`src/rtl/serial_parity_framer_if.sv`:
```
// Bit-stream and frame-result signals of the multi-lane serial parity framer.
// Handshake: a bit column x is taken on any rising edge where in_valid=1 and
// clear=0; there is no back-pressure, and frame_valid is a one-cycle strobe.
interface serial_parity_framer_if #(
    parameter int CHANNELS  = 4,
    parameter int FRAME_LEN = 8
);
    localparam int CNT_W = (FRAME_LEN > 1) ? $clog2(FRAME_LEN) : 1;

    logic                clear;
    logic                in_valid;
    logic [CHANNELS-1:0] x;
    logic                odd_sel;
    logic [CHANNELS-1:0] result;
    logic [CHANNELS-1:0] frame_parity;
    logic                frame_valid;
    logic [CNT_W-1:0]    bit_cnt;

    modport master (
        output clear, in_valid, x, odd_sel,
        input  result, frame_parity, frame_valid, bit_cnt
    );

    modport slave (
        input  clear, in_valid, x, odd_sel,
        output result, frame_parity, frame_valid, bit_cnt
    );
endinterface

```
`src/rtl/serial_parity_framer.sv`:
```
// Per-lane running parity over serial bits, closed into FRAME_LEN-bit frames
// with a selectable even/odd sense latched at the start of each frame.
module serial_parity_framer #(
    parameter int CHANNELS  = 4,
    parameter int FRAME_LEN = 8
) (
    input logic                  clk,
    input logic                  rst_n,
    serial_parity_framer_if.slave bus
);
    localparam int CNT_W = (FRAME_LEN > 1) ? $clog2(FRAME_LEN) : 1;
    localparam logic [CNT_W-1:0] LAST_CNT = CNT_W'(FRAME_LEN - 1);

    logic [CHANNELS-1:0] acc_q, acc_d;
    logic [CNT_W-1:0]    cnt_q, cnt_d;
    logic [CHANNELS-1:0] fpar_q, fpar_d;
    logic                fvalid_q, fvalid_d;
    logic                mode_q, mode_d;
    logic                accept;

    assign accept = bus.in_valid & ~bus.clear;

    always_comb begin
        acc_d    = acc_q;
        cnt_d    = cnt_q;
        fpar_d   = fpar_q;
        fvalid_d = 1'b0;
        mode_d   = mode_q;

        // The sense is only re-sampled between frames, including the cycle
        // that accepts the first bit of a new frame.
        if (cnt_q == '0) begin
            mode_d = bus.odd_sel;
        end

        if (bus.clear) begin
            acc_d = '0;
            cnt_d = '0;
        end else if (accept) begin
            if (cnt_q == LAST_CNT) begin
                fpar_d   = acc_q ^ bus.x ^ {CHANNELS{mode_q}};
                fvalid_d = 1'b1;
                acc_d    = '0;
                cnt_d    = '0;
            end else begin
                acc_d = acc_q ^ bus.x;
                cnt_d = cnt_q + CNT_W'(1);
            end
        end
    end

    always_ff @(posedge clk or negedge rst_n) begin
        if (!rst_n) begin
            acc_q    <= '0;
            cnt_q    <= '0;
            fpar_q   <= '0;
            fvalid_q <= 1'b0;
            mode_q   <= 1'b0;
        end else begin
            acc_q    <= acc_d;
            cnt_q    <= cnt_d;
            fpar_q   <= fpar_d;
            fvalid_q <= fvalid_d;
            mode_q   <= mode_d;
        end
    end

    assign bus.result       = acc_q ^ {CHANNELS{mode_q}};
    assign bus.frame_parity = fpar_q;
    assign bus.frame_valid  = fvalid_q;
    assign bus.bit_cnt      = cnt_q;
endmodule

```
`src/flat_wrapper.sv`:
```
// flat-port wrapper written by rule: the top's interface ports become plain ports
module serial_parity_framer_flat 
#(
    parameter int CHANNELS  = 4,
    parameter int FRAME_LEN = 8
)
  (clk, rst_n, bus_clear, bus_in_valid, bus_x, bus_odd_sel, bus_result, bus_frame_parity, bus_frame_valid, bus_bit_cnt);
  serial_parity_framer_if #(.CHANNELS(CHANNELS), .FRAME_LEN(FRAME_LEN)) bus_i ();
  input logic clk;
  input logic rst_n;
  input wire logic [$bits(bus_i.clear)-1:0] bus_clear;
  input wire logic [$bits(bus_i.in_valid)-1:0] bus_in_valid;
  input wire logic [$bits(bus_i.x)-1:0] bus_x;
  input wire logic [$bits(bus_i.odd_sel)-1:0] bus_odd_sel;
  output wire logic [$bits(bus_i.result)-1:0] bus_result;
  output wire logic [$bits(bus_i.frame_parity)-1:0] bus_frame_parity;
  output wire logic [$bits(bus_i.frame_valid)-1:0] bus_frame_valid;
  output wire logic [$bits(bus_i.bit_cnt)-1:0] bus_bit_cnt;
  assign bus_i.clear = bus_clear;
  assign bus_i.in_valid = bus_in_valid;
  assign bus_i.x = bus_x;
  assign bus_i.odd_sel = bus_odd_sel;
  assign bus_result = bus_i.result;
  assign bus_frame_parity = bus_i.frame_parity;
  assign bus_frame_valid = bus_i.frame_valid;
  assign bus_bit_cnt = bus_i.bit_cnt;
  serial_parity_framer #(.CHANNELS(CHANNELS), .FRAME_LEN(FRAME_LEN)) u_core (.clk(clk), .rst_n(rst_n), .bus(bus_i));
endmodule
```
`config.mk`:
```
export PLATFORM = sky130hd
export DESIGN_NAME = serial_parity_framer_flat
export DESIGN_NICKNAME = d
export VERILOG_FILES = /design/src/rtl/serial_parity_framer_if.sv /design/src/rtl/serial_parity_framer.sv /design/src/flat_wrapper.sv
export SDC_FILE = /design/constraint.sdc
export NUM_CORES = 1
export LEC_CHECK = 0
export ABC_AREA = 0
export CAP_MARGIN = 20
export CORE_MARGIN = 2
export CORE_UTILIZATION = 48
export CTS_BUF_LIST = sky130_fd_sc_hd__clkbuf_8
export DETAILED_ROUTE_END_ITERATION = 12
export PLACE_DENSITY = 0.81
export RECOVER_POWER = 25
export SLEW_MARGIN = 10
export SYNTH_ARGS = -nofsm -noshare
export SYNTH_HDL_FRONTEND = slang
export SYNTH_SLANG_ARGS = --single-unit
```
`constraint.sdc`:
```
create_clock -name clk -period 1.67 [get_ports clk]
set_input_delay 0.334 -clock clk [delete_from_list [all_inputs] [get_ports clk]]
set_output_delay 0.334 -clock clk [all_outputs]
set_load 0.05 [all_outputs]
```
; ---- Word-level counts from Yosys, hierarchy flattened
; Index checks and enable logic that the tools add are counted.
[word_totals]
register_bits = 13
inputBits = 9
output_inout_bits = 12
wordCells = 24
[op_classes]
n_addsub = 1
n_eq_ne = 1
n_mux = 9
bitwise = 5
n_reduce_logical = 3
[ops]
columns = operator, n
row1 = two-way mux 4 bit, 3
row2 = bitwise XOR 4 bit, 3
row3 = two-way mux 3 bit, 3
row4 = "adder 3 x 1 -> 3 bit, second input constant", 1
row5 = "== test 3 bit, second input constant", 1
row6 = zero test 3 bit, 1
row7 = two-way mux 1 bit, 3
row8 = AND reduction 3 bit, 1
row9 = nonzero test 2 bit, 1
row10 = bitwise AND 1 bit, 1
row11 = inverter 1 bit, 1

; ---- Longest topological paths before layout
[logic_depth]
word_depth = 4
ltp_mapped = 5
ltp_nobuf = 5

; ---- Worst setup path before layout
; OpenSTA, ideal clock, no wires.
[synth_path]
path_type = register -> register
start = reg u_core.cnt_q[1], in the netlist u_core.bus.bit_cnt[1]
end = reg u_core.fpar_q[0], in the netlist u_core.bus.frame_parity[0]
setup_ns = 0.125
arrival_time_ns = 1.569
required_ns = 1.545
slack_ns = -0.024
stages_incl_launch_ff = 6
path_buffers = 0
period_less_slack_ns = 1.694
cell_sequence = dfrtp_1 -> ha_1 -> ha_1 -> nand3b_1 -> inv_2 -> mux2_2
[synth_via]
elab_chain_len = 2
[synth_rtl]
columns = element, line
row1 = start: declaration, serial_parity_framer.sv:15  ; logic [CNT_W-1:0] cnt_q, cnt_d;
row2 = start signal: assignment, serial_parity_framer.sv:61  ; cnt_q <= cnt_d;
row3 = == test 3 bit, serial_parity_framer.sv:40  ; if (cnt_q == LAST_CNT) begin
row4 = AND reduction 3 bit (no line), -
row5 = end signal: assignment, serial_parity_framer.sv:62  ; fpar_q <= fpar_d;
row6 = end: declaration, serial_parity_framer.sv:16  ; logic [CHANNELS-1:0] fpar_q, fpar_d;
; Every way passes these cells.
; A chain may end at the register's enable or synchronous reset.

; ---- Worst setup path after layout
[layout_path]
start = reg u_core.mode_q
end = out bus_result[2]
[layout_via]
elab_chain_len = 1
[layout_rtl]
columns = element, line
row1 = start: declaration, serial_parity_framer.sv:18  ; logic mode_q, mode_d;
row2 = start signal: assignment, serial_parity_framer.sv:64  ; mode_q <= mode_d;
row3 = bitwise XOR 4 bit, serial_parity_framer.sv:68  ; assign bus.result = acc_q ^ {CHANNELS{mode_q}};
row4 = end: declaration, flat_wrapper.sv:15  ; output wire logic [$bits(bus_i.result)-1:0] bus_result;
; Every way passes these cells.

==> flow_metrics.env <==
export IMPL_crit_cells=2
export IMPL_ctsHtreeMaxLevel=1
export IMPL_power_frac_seq_pct=37.7
export IMPL_critPathArrivalTime_ps=1260
export IMPL_firstDrtPassIters=4
export IMPL_cts_tree="done"
export IMPL_worstSetupStartpoint="u_core.mode_q$_DFFE_PN0N_"
export IMPL_cts_buffers=3
export IMPL_clkPwrFrac_pct=30.1
export IMPL_crit_path_end_kind="primary output"
export IMPL_clock_latency_ps=250
export IMPL_syn_area_um2=726
export IMPL_remaining_drc_errors=0
export IMPL_ir_drop_mv=0.731
export IMPL_rows=14
export IMPL_instances_no_fill=105
export IMPL_vias=542
export IMPL_wl_um=1470
export IMPL_drv_cap=0
export IMPL_hold_violations=0
export IMPL_timing_final_crit_period_ps=1600
export IMPL_worstPathRequired_ps=1340
export IMPL_grt_pass1_wl_um=2550
export IMPL_ctsHoldBuffers=0
export IMPL_core_area_um2=1450
export IMPL_slew_violations=0
export IMPL_dp_hpwl_um=1070
export IMPL_hp_class="register to register"
export IMPL_rr_worst_depth=5
export IMPL_r2r_end="u_core.acc_q[1]$_DFFE_PN0P_"
export IMPL_r2r_start="u_core.bus.bit_cnt[1]$_DFFE_PN0P_"
export IMPL_drive_gt1_share_pct=30.3
export IMPL_critPathLaunchType="register"
export IMPL_fillers=104
export IMPL_post_cts_buffers=0
export IMPL_slowest_delay_ps=580
export IMPL_die_y_um=42.9
export IMPL_synth_simple_area_share_pct=12.2
export IMPL_num_antenna_cells=0
export IMPL_grt_start_max_net_pins=14
export IMPL_clkSlewWorstSetupHoldPaths_ps=60
export IMPL_portBuffers=20
export IMPL_power_mw=0.937
export IMPL_netlist_top_cells_count="13 x dfrtp_1, 6 x nand2_1, 5 x a21oi_1, 5 x nand3b_1"
export IMPL_synth_xor_area_share_pct=13.8
export IMPL_wl_per_cell_um=14.0
export IMPL_tightest_slew_ps=745
export IMPL_grt_use_total_pct=19.4
export IMPL_status="complete, no violations"
export IMPL_place_area_um2=978
export IMPL_ys_ff_latch=13
export IMPL_holdPathStages=2
export IMPL_wl_met1_um=659
export IMPL_p_leak_nw=0.497
export IMPL_cts_resized=0
export IMPL_netlist_instances=65
export IMPL_die_w_um=42.9
export IMPL_synth_cell_types=22
export IMPL_finalInstanceArea_um2=1020
export IMPL_synth_top_area_cell="dfrtp_1"
export IMPL_grt_pass1_vias=533
export IMPL_synth_top_area_share_pct=44.8
export IMPL_ff2ff_setup_slack_ps=160
export IMPL_synth_mux_area_share_pct=9.48
export IMPL_path_cells="xor2_2, buf_12"
export IMPL_worstSetupPathType="register to primary output"
export IMPL_worst_path_buf_inv=1
export IMPL_ys_flop_type="dfrtp_1"
export IMPL_first_iter_violations=4
export IMPL_pwr_share_comb_pct=32.2
export IMPL_ioPinCount=21
export IMPL_synth_top_family_by_area="XOR/XNOR gates"
export IMPL_antenna_found_initial=0
export IMPL_dieArea_um2=1840
export IMPL_skew_ps=0.843
export IMPL_met2_length_um=677
export IMPL_clockBufferDepth=2
export IMPL_cp_max_fo=5
export IMPL_drtAntennaViolNets=0
export IMPL_met3WireLength_um=101
export IMPL_async_reset_ff_share_pct=100
export IMPL_ys_seq_area_share_pct=44.8
export IMPL_synth_edff_count=0
export IMPL_grt_remaining_overflow=0
export IMPL_synthTopCellsByArea="dfrtp_1 45%, xor2_2 9.0%, ha_1 6.9%"
export IMPL_fin_setup_tns_ps=0
export IMPL_finalSetupViolCount=0
export IMPL_gp_congestion=0.758
export IMPL_pwr_density_cell_nw_per_um2=919
export IMPL_crit_slowest_cell="dfrtp_1"
export IMPL_synthToLayoutAreaGrowth_pct=40.5
export IMPL_synth_compound_area_share_pct=7.41
export IMPL_cts_root_buf="clkbuf_8"
export IMPL_initial_core_util_pct=49.9
export IMPL_nets=103
export IMPL_switchingPower_mw=0.304
export IMPL_dp_cells=101
export IMPL_clkSinkCount=13
export IMPL_swShare_pct=32.4
export IMPL_cell_internal_pwr_mw=0.633
export IMPL_crit_family="flip-flops"
export IMPL_synth_most_common_cell="dfrtp_1"
export IMPL_synth_fa_ha_area_share_pct=6.90
export IMPL_hp_start="u_core.bus.frame_parity[3]$_DFFE_PN0P_"
export IMPL_synth_avg_cell_area_um2=11.2
export IMPL_relSlewSlack_pct=50.3
export IMPL_fmax_mhz=625
export IMPL_syn_nets=78
export IMPL_via_per_inst=5.16
export IMPL_yosysWarnings=0
export IMPL_routed_top_layer="met4"
export IMPL_rsz0062_at_grt="false"
export IMPL_hold_path_end="u_core.bus.frame_parity[3]$_DFFE_PN0P_"
export IMPL_post_route_period_util_pct=95.7
-- stage by stage --
step	worst slack (ps)	utilization, %	hold slack (ps)
4_1_cts	59.9	70.4	392
2_1_floorplan	0.602	-	38.4
6_report	71.0	70.1	495
3_3_place_gp	121	67.3	485
5_1_grt	18.5	70.1	518
3_5_place_dp	96.5	67.3	485
-- worst max path at each step --
stage / slack [ps] / end
after floorplan: 0.6 / u_core.bus.frame_parity[0]$_DFFE_PN0P_
after global placement: 120 / u_core.bus.frame_parity[1]$_DFFE_PN0P_
after detailed placement: 100 / u_core.bus.frame_parity[1]$_DFFE_PN0P_
after CTS: 60 / bus_result[2]
after global routing: 20 / bus_result[1]
final: 70 / bus_result[2]
-- sequential cells by signal, summed over array words and instances (netlist names) --
name,cells
u_core.acc_q,4
u_core.bus.bit_cnt,3
u_core.bus.frame_parity,4
u_core.bus.frame_valid,1
u_core.mode_q,1
-- cell type report --
cell class / instances / area, um^2 / area share (%)
Timing Repair Buffer: 23 / 251 / 24.7
Multi-Input combinational cell: 45 / 362 / 35.5
Tap cell: 16 / 20.0 / 1.96
Clock buffer: 3 / 41.3 / 4.05
Inverter: 4 / 15.0 / 1.47
Clock inverter: 1 / 3.75 / 0.368
Sequential cell: 13 / 327 / 32.0
-- cells by family after synthesis --
group / after synthesis
mux: 6
simple gates: 17
buf+inv: 7
xor+xnor: 8
fa+ha+maj: 4
flops: 13
compound gates: 10
-- tightest hold or removal path: cells and delay by family, from the launching register on --
| family | cells | cell delay, ps |
|---|---|---|
| flops | 1 | 350 |
| simple gates | 1 | 50 |
| compound gates | 1 | 60 |
-- routing by layer --
metal	track usage [%]	vias up
li1	-	263
met1	26.1	254
met3	5.53	4
met4	9.38	0
met2	28.5	21
met5	0	-
-- power groups by stage --
stage	combinational (mW)	clock, mW	sequential, mW
4_1_cts	0.306	0.287	0.354
2_1_floorplan	0.165	0	0.360
5_1_grt	0.317	0.304	0.356
3_5_place_dp	0.304	0	0.359
6_report	0.301	0.282	0.353
3_3_place_gp	0.298	0	0.358
-- cells in the final DEF, fill, tap and decap left out, drive strengths merged, types with 2 or more instances in the layout --
cell,n
nand2,6
clkdlybuf4s50,7
nand3b,5
buf,14
xor2,7
mux2,4
o21ai,4
a21oi,5
dfrtp,13
nor2,4
inv,5
mux2i,2
clkbuf,4
ha,4
(Power assumes the default switching activity.)
